<file path="config.mk">
export PLATFORM = sky130hd
export DESIGN_NAME = input_demultiplexer
export DESIGN_NICKNAME = d
export VERILOG_FILES = /design/src/rtl/wavelet_pkg.sv /design/src/rtl/byte_word_assembler.sv /design/src/rtl/input_demultiplexer.sv
export SDC_FILE = /design/constraint.sdc
export NUM_CORES = 1
export LEC_CHECK = 0
export ABC_AREA = 1
export CORE_MARGIN = 1
export CORE_UTILIZATION = 40
export CTS_BUF_LIST = sky130_fd_sc_hd__clkbuf_4 sky130_fd_sc_hd__clkbuf_8 sky130_fd_sc_hd__clkbuf_16
export DETAILED_ROUTE_END_ITERATION = 12
export DONT_BUFFER_PORTS = 1
export MAX_ROUTING_LAYER = met4
export SLEW_MARGIN = 20
export SYNTH_ARGS = -nofsm -noshare
export SYNTH_HDL_FRONTEND = slang
export SYNTH_SLANG_ARGS = --single-unit
</file>
<file path="constraint.sdc">
create_clock -name clk -period 6.1 [get_ports clk]
set_input_delay 1.525 -clock clk [delete_from_list [all_inputs] [get_ports clk]]
set_output_delay 1.525 -clock clk [all_outputs]
set_load 0.05 [all_outputs]
</file>
<file path="src/rtl/wavelet_pkg.sv">
// Shared definitions for the wavelet channel bus: FSM state codes, frame
// field positions and word-size helper used by both ends of the bus.
package wavelet_pkg;

    typedef logic [1:0] state_t;

    localparam state_t IDLE   = 2'd0;
    localparam state_t DATA   = 2'd1;
    localparam state_t COMMIT = 2'd2;

    // Header bytes carry a 1 in this bit; the remaining bits are the channel index.
    localparam int HEADER_FLAG_BIT     = 7;
    localparam int CHANNEL_INDEX_WIDTH = 7;

    // Number of stream bytes needed to carry one channel word.
    function automatic int bytes_per_word(input int word_width);
        return word_width / 8;
    endfunction

endpackage

</file>
<file path="src/rtl/byte_word_assembler.sv">
// Collects stream bytes LSB-first into a word. The counter points at the
// byte lane the next accepted byte lands in; done flags the final byte.
module byte_word_assembler
    import wavelet_pkg::*;
#(
    parameter int WORD_WIDTH = 8
) (
    input  logic                  clk,
    input  logic                  rst,
    input  logic                  clear,
    input  logic                  load,
    input  logic [7:0]            data,
    output logic [WORD_WIDTH-1:0] word,
    output logic                  done
);

    localparam int BPW   = bytes_per_word(WORD_WIDTH);
    localparam int CNT_W = (BPW > 1) ? $clog2(BPW) : 1;

    logic [CNT_W-1:0] cnt_reg;
    logic             last_byte;

    assign last_byte = (cnt_reg == CNT_W'(BPW - 1));
    assign done      = load && last_byte;

    // Byte counter: restarts on each header, wraps after the last byte of a word.
    always_ff @(posedge clk or posedge rst) begin
        if (rst) begin
            cnt_reg <= '0;
        end else if (clear) begin
            cnt_reg <= '0;
        end else if (load) begin
            cnt_reg <= last_byte ? '0 : cnt_reg + CNT_W'(1);
        end
    end

    // One register per byte lane, loaded when the counter selects that lane.
    generate
        for (genvar gi = 0; gi < BPW; gi++) begin : g_lane
            logic [7:0] lane_reg;

            // Capture the accepted byte into this lane.
            always_ff @(posedge clk or posedge rst) begin
                if (rst) begin
                    lane_reg <= '0;
                end else if (load && (cnt_reg == CNT_W'(gi))) begin
                    lane_reg <= data;
                end
            end

            assign word[gi*8 +: 8] = lane_reg;
        end
    endgenerate

endmodule

</file>
<file path="src/rtl/input_demultiplexer.sv">
// Receive side of the wavelet channel bus. Decodes header/data byte frames
// and writes each assembled word into the addressed channel register,
// pulsing that channel's strobe for one cycle. Bad indices and stray data
// bytes raise a sticky error flag.
module input_demultiplexer
    import wavelet_pkg::*;
#(
    parameter int NUM_FILTERS    = 8,
    parameter int SUM_TRUNCATION = 8
) (
    input  logic                                clk,
    input  logic                                rst,
    input  logic [7:0]                          i_data,
    input  logic                                i_valid,
    output logic                                o_ready,
    input  logic                                i_clear_error,
    output logic [NUM_FILTERS*SUM_TRUNCATION-1:0] o_demux_out,
    output logic [NUM_FILTERS-1:0]              o_channel_strobe,
    output logic                                o_error
);

    state_t                         state_reg;
    state_t                         state_next;
    logic [CHANNEL_INDEX_WIDTH-1:0] index_reg;
    logic                           error_reg;
    logic                           error_next;

    logic                           accept;
    logic                           is_header;
    logic                           header_accept;
    logic                           data_accept;
    logic                           stray_error;
    logic                           index_valid;
    logic                           commit_write;
    logic                           commit_error;
    logic                           word_done;
    logic [SUM_TRUNCATION-1:0]      word;

    assign accept        = i_valid && o_ready;
    assign is_header     = i_data[HEADER_FLAG_BIT];
    assign header_accept = accept && (state_reg == IDLE) && is_header;
    assign stray_error   = accept && (state_reg == IDLE) && !is_header;
    assign data_accept   = accept && (state_reg == DATA);
    assign index_valid   = (int'(index_reg) < NUM_FILTERS);

    byte_word_assembler #(
        .WORD_WIDTH (SUM_TRUNCATION)
    ) u_assembler (
        .clk   (clk),
        .rst   (rst),
        .clear (header_accept),
        .load  (data_accept),
        .data  (i_data),
        .word  (word),
        .done  (word_done)
    );

    // State register.
    always_ff @(posedge clk or posedge rst) begin
        if (rst) begin
            state_reg <= IDLE;
        end else begin
            state_reg <= state_next;
        end
    end

    // Next-state logic: header opens a frame, last data byte commits, commit always returns to IDLE.
    always_comb begin
        state_next = state_reg;
        case (state_reg)
            IDLE:    if (header_accept) state_next = DATA;
            DATA:    if (word_done)     state_next = COMMIT;
            COMMIT:  state_next = IDLE;
            default: state_next = IDLE;
        endcase
    end

    // Output logic: stall the sender only for the single commit bubble.
    always_comb begin
        o_ready      = 1'b1;
        commit_write = 1'b0;
        commit_error = 1'b0;
        if (state_reg == COMMIT) begin
            o_ready      = 1'b0;
            commit_write = index_valid;
            commit_error = !index_valid;
        end
    end

    // Channel index latched from the header byte.
    always_ff @(posedge clk or posedge rst) begin
        if (rst) begin
            index_reg <= '0;
        end else if (header_accept) begin
            index_reg <= i_data[CHANNEL_INDEX_WIDTH-1:0];
        end
    end

    // Sticky error: a new error wins over a simultaneous clear.
    always_comb begin
        error_next = error_reg;
        if (i_clear_error) error_next = 1'b0;
        if (stray_error || commit_error) error_next = 1'b1;
    end

    // Error flag register.
    always_ff @(posedge clk or posedge rst) begin
        if (rst) begin
            error_reg <= 1'b0;
        end else begin
            error_reg <= error_next;
        end
    end

    assign o_error = error_reg;

    // Per-channel word register and update strobe.
    generate
        for (genvar gi = 0; gi < NUM_FILTERS; gi++) begin : g_channel
            logic [SUM_TRUNCATION-1:0] slice_reg;
            logic                      strobe_reg;
            logic                      hit;

            assign hit = commit_write && (index_reg == CHANNEL_INDEX_WIDTH'(gi));

            // Channel register only changes when this channel is committed.
            always_ff @(posedge clk or posedge rst) begin
                if (rst) begin
                    slice_reg <= '0;
                end else if (hit) begin
                    slice_reg <= word;
                end
            end

            // Strobe is high only in the cycle following this channel's commit.
            always_ff @(posedge clk or posedge rst) begin
                if (rst) begin
                    strobe_reg <= 1'b0;
                end else begin
                    strobe_reg <= hit;
                end
            end

            assign o_demux_out[gi*SUM_TRUNCATION +: SUM_TRUNCATION] = slice_reg;
            assign o_channel_strobe[gi] = strobe_reg;
        end
    endgenerate

endmodule

</file>
* Word-level counts from Yosys, hierarchy flattened
Cells that the tools add are included.
** Word-level totals
- ROM bits :: 0
- Memories :: 0
- Flip-flop bits (word level) :: 91
- Bits in latches :: 0
- Word-level logic and storage cells :: 68
- Bits in writable memories :: 0
** Operators by class
- Mux-type cells :: 11
- Shifts and indexed selects :: 0
- Equal/unequal tests :: 11
- Order comparisons :: 1
- Div/mod/pow operators :: 0
- Multipliers :: 0
- Reduce and logical (&&, ||, !) cells :: 22
- $add $sub $neg :: 1
- Bitwise logic cells :: 1
** Operators with widths (count)
- $eq A7 B3 Y1 const B :: 4
- $eq A7 B2 Y1 const B :: 2
- $logic_and A1 B1 Y1 :: 14
- $mux W1 :: 8
- $eq A7 B1 Y1 const B :: 1
- $logic_not A7 Y1 :: 1
- $lt A7 B4 Y1 const B :: 1
- $mux W2 :: 2
- $pmux W2 S2 :: 1
- $reduce_bool A2 Y1 :: 2
- $eq A2 B1 Y1 const B :: 1
- $eq A2 B2 Y1 const B :: 1
- $logic_not A1 Y1 :: 2
- $logic_not A2 Y1 :: 1
- $ne A2 B1 Y1 const B :: 1
- $ne A2 B2 Y1 const B :: 1
- $reduce_and A2 Y1 :: 1
- $add A1 B1 Y1 const B :: 1
- $logic_or A1 B1 Y1 :: 1
- $not A1 Y1 :: 1

* Logic depth before layout (Yosys ltp)
- Depth in word-level cells :: 7
- Mapped depth :: 7
- Gate-level depth less buffers :: 6

* Hierarchy
A second synthesis with hierarchy kept.
** Second synthesis, totals
- Cell total of the unflattened synthesis :: 421
- Area, all modules :: 3783.6 um2
** By module, submodules not included
- input_demultiplexer :: area an instance 3467.1 um2, cells an instance 385, times used 1
- byte_word_assembler :: area an instance 316.6 um2, cells an instance 36, times used 1

* Least setup slack after synthesis
No wires, ideal clock.
- Kind :: register to output
- Start :: register state_reg[1]
- End :: output port o_ready
- Path buffers :: 0
- Data required time :: 4.575 ns
- Data arrival time :: 0.801 ns
- Setup slack :: 3.774 ns
- Cell stages (with the launch flop) :: 2
- Cells stage by stage :: dfrtp_1 -> nand2_1
** Between the ends
- Cells in the longest elaborated chain, start to end :: 2
** Ends and longest elaborated chain
- from (decl) :: line input_demultiplexer.sv:22 : state_t state_reg;
- from (signal assigned) :: line input_demultiplexer.sv:63 : state_reg <= state_next;
- $eq A2 B2 Y1 :: line input_demultiplexer.sv:83 : if (state_reg == COMMIT) begin
- $mux W1 :: line input_demultiplexer.sv:83
- to (decl) :: line input_demultiplexer.sv:15 : output logic o_ready,
No other way between the ends.

* Final worst setup path
Ends and elaborated chain as after synthesis.

==> results by stage <==
Run status:
- The run finished with clean final reports.

Global route:
- The pin count of the biggest net entering global routing is 73.
- Global routing used 18.80% of the available tracks across all layers.
- The first global-routing pass estimated 13.16 mm of wire.
- The met1 demand-to-capacity share in global routing is 25.56%.
- The global routing stage identified its most utilized layer as met2.
- The fraction of met3 tracks used by global routing is 5.396%.
- The initial antenna violation count was 0.
- The via count of the first global-routing pass was 2352.
- Summed over all layers, the global routing overflow is 0.
- The met2 demand-to-capacity share in global routing is 26.65%.

Yosys:
- After synthesis, flip-flops and latches occupy 61.98% of the total area.
- The average cell area after synthesis is 9.175 um2.
- The number of distinct library cells after synthesis is 17.
- Yosys attributes the largest share of cell area to sky130_fd_sc_hd__dfrtp_1, sky130_fd_sc_hd__nand2_1, sky130_fd_sc_hd__nand3_1.
- The mapped netlist covers 3633 um2.
- The number of synthesis warnings is 0.
- The post-synthesis cell count is 396.
- The post-synthesis sequential element count is 90.
- When the netlist entered floorplanning its net count stood at 408.
- Of the post-synthesis cell area, the dominant cell type holds 61.98%.
- The largest total area in the synthesized netlist belongs to sky130_fd_sc_hd__dfrtp_1.

Placement:
- In this run, placement finished with an instance count of 481.
- The half-perimeter wire length after placement is 5.193 mm.
- The routability congestion estimate is 0.7162.
- Buffers placed on the I/O ports in this run total 0.

Pwr:
- Summed over all cells, the static leakage comes to 2.232 nW.
- The cell area power density is 395.9 nW/um2.
- Across the VDD grid, the largest voltage drop is 0.1358 mV.
- The total power is 1.528 mW.

Timing:
- The worst path needs 2.736 ns of the cycle, external delays included.
- The final period utilization is 44.85%.
- The highest clock rate is 0.3655 GHz.
- Setup repair after global routing left no endpoint under its margin.
- The summed negative setup slack over all endpoints is 0 ns.
- Setup violations remaining at the end of the flow were counted as 0.
- The slew at the pin with the worst max-slew slack is 0.8048 ns.
- The count of final max-slew check failures was 0.
- The final hold violation count is 0.
- The normalized max-slew margin is 46.35%.
- The final clock skew is 0.006666 ns.

Setup path:
- The element type at the critical path end is an output pin.
- The worst setup path is of the reg -> out kind.
- The delay of the slowest cell on the worst path is 0.44 ns.
- The kind of cell adding the most delay to the critical path is simple AND/OR/NAND/NOR gates.
- The critical path launch point type is a flip-flop.
- The required time reported for the critical path endpoint is 4.58 ns.
- The peak fanout along the critical path is 5.
- Among all stages on the critical path, the largest delay is contributed by sky130_fd_sc_hd__nand2_1.
- The endpoint arrival time on the critical path is 1.21 ns.
- Walking the worst path, the cells encountered are nand2_1.
- The count of buffer and inverter cells on the critical path is 0.

Clock network:
- The setup fix buffers added after clock tree synthesis is 0.
- The number of hold-repair buffers added at the cts stage is 0.
- The number of buffers created by CTS is 9.
- The number of instances resized during post-cts repair is 0.
- The number of buffers on the longest clock path is 2.
- The number of levels in the clock H-tree is 3.
- The later-pin clock latency in the skew report is 0.35 ns.
- The number of sinks handled by clock tree synthesis is 90.
- The cell sitting at the root of the clock tree is a sky130_fd_sc_hd__clkbuf_8.
- The register clock-pin slew on the reported worst setup and hold paths is 0.08 ns.
- TritonCTS built the clock tree.

Final layout:
- The flip-flop count of the largest register after layout is 64.
- In the layout the commonest cells are sky130_fd_sc_hd__nand2_1, sky130_fd_sc_hd__dfrtp_1, sky130_fd_sc_hd__nand3_1.
- The area of combinational cells with multiple inputs is 1152 um2.
- The library cell used most frequently in the layout, excluding fill and tap cells, is sky130_fd_sc_hd__nand2_1.
- The finished layout holds 497 standard cells, fillers aside.
- In the final design database the tool counted 396 nets.
- The area growth from synthesis to layout is 6.233%.
- The fraction of layout instances using a drive strength above 1 is 9.512%.
- The repair_antennas step left the layout with diodes totalling 0.
- The area of all sequential standard cells is 2252 um2.
- The fill cell instance count of the final layout is 888.

Drt:
- In this run, the number of DRC markers left after iteration 0 of detailed routing was 112.
- Using the TritonRoute via totals, the vias-per-cell ratio works out to 4.964.
- After detailed routing, the number of remaining DRC violations is 0.
- In the final routed layout, each cell accounts on average for 16.21 um.
- The count of vias placed by the detailed router is 2467.
- Summed over all layers, the routed wires come to 8.056 mm.
- The remaining antenna violation count is 0.
- Before antenna repair, the detailed router went through 4 iterations.

Die:
- The number of placement rows is 34.
- For this design the top-level I/O count stands at 86.
- The die outline area is 9469 um2.
- The total area inside the core boundary comes to 8763 um2.
- The floorplan die height is 97.31 um.
- The overall die width is 97.31 um.
- Once the floorplan was initialized, standard cells occupied 41.46% of the core.

Hold path:
- The type of the most critical hold path is reg -> reg.

Run:
- The count of max-cap constraint violations is 0.
[cell families (layout without fill, tap and decap cells)]
logic type,Yosys count,count (layout),synth area share (%)
simple gates,240,240,29.24
flops,90,90,61.98
buf+inv,49,42,6.302
compound gates,17,17,2.479
[through the flow]
step	cell area, um2	setup WS, ns	hold WS (ns)	utilization (%)
2_1_floorplan	3633	2.240	0.4537	-
3_3_place_gp	3646	3.447	0.4665	41.60
3_5_place_dp	3646	3.424	0.4742	41.60
4_1_cts	3860	3.341	0.4949	44.05
5_1_grt	3860	3.300	0.5180	44.05
6_report	3860	3.364	0.4895	44.05
[report_power, final]
part	internal, mW	switching, mW
combinational	0.0424	0.102
sequential	0.669	0.290
clock	0.222	0.203
[Yosys cell counts]
master	number
sky130_fd_sc_hd__buf_2	6
sky130_fd_sc_hd__buf_4	8
sky130_fd_sc_hd__buf_6	1
sky130_fd_sc_hd__clkbuf_1	10
sky130_fd_sc_hd__dfrtp_1	90
sky130_fd_sc_hd__inv_1	23
sky130_fd_sc_hd__inv_2	1
sky130_fd_sc_hd__nand2_1	152
sky130_fd_sc_hd__nand2_2	2
sky130_fd_sc_hd__nand2_4	6
sky130_fd_sc_hd__nand3_1	67
sky130_fd_sc_hd__nor2_1	4
sky130_fd_sc_hd__nor2_2	8
sky130_fd_sc_hd__nor2_4	1
sky130_fd_sc_hd__o211ai_1	1
sky130_fd_sc_hd__o21ai_0	15
sky130_fd_sc_hd__o31ai_1	1
[worst register-to-register path: cells and delay by family, from the launching register on]
family | cells | cell delay (ns)
DFF | 1 | 0.39
and+or+nand+nor | 5 | 1.06
buffers and inverters | 2 | 0.70
[metal layers]
layer | vias to the layer above | part of all wire, % | wire [um]
met1 | 1162 | 48 | 3831
met5 | - | 0 | 0
li1 | 1223 | - | -
met3 | 10 | 6.5 | 527
met4 | 0 | 1.7 | 137
met2 | 72 | 44 | 3559
[final timing paths]
kind                            slack (ns)  cells after the start                                    end                      from
worst max-delay path                  3.36                      1                                o_ready  state_reg[1]$_DFFE_PP0P_
worst min-delay path                  0.49                      2               index_reg[4]$_DFFE_PP0P_  index_reg[4]$_DFFE_PP0P_
worst max register to register        3.86                      7  g_channel[3].slice_reg[2]$_DFFE_PP0P_  state_reg[0]$_DFFE_PP0P_
worst min register to register        0.49                      2               index_reg[4]$_DFFE_PP0P_  index_reg[4]$_DFFE_PP0P_
max in group asynchronous             3.90                      2  g_channel[7].slice_reg[0]$_DFFE_PP0P_                       rst
min in group asynchronous             1.17                      1      g_channel[1].strobe_reg$_DFF_PP0_                       rst
[cell type report]
class	instances	share of cell area, %
Clock inverter	4	1.264
Inverter	24	2.366
Multi-Input combinational cell	257	29.85
Tap cell	108	3.501
Clock buffer	12	4.279
Timing Repair Buffer	2	0.3890
Sequential cell	90	58.35
Note: power is estimated with default switching activity, not from simulation.
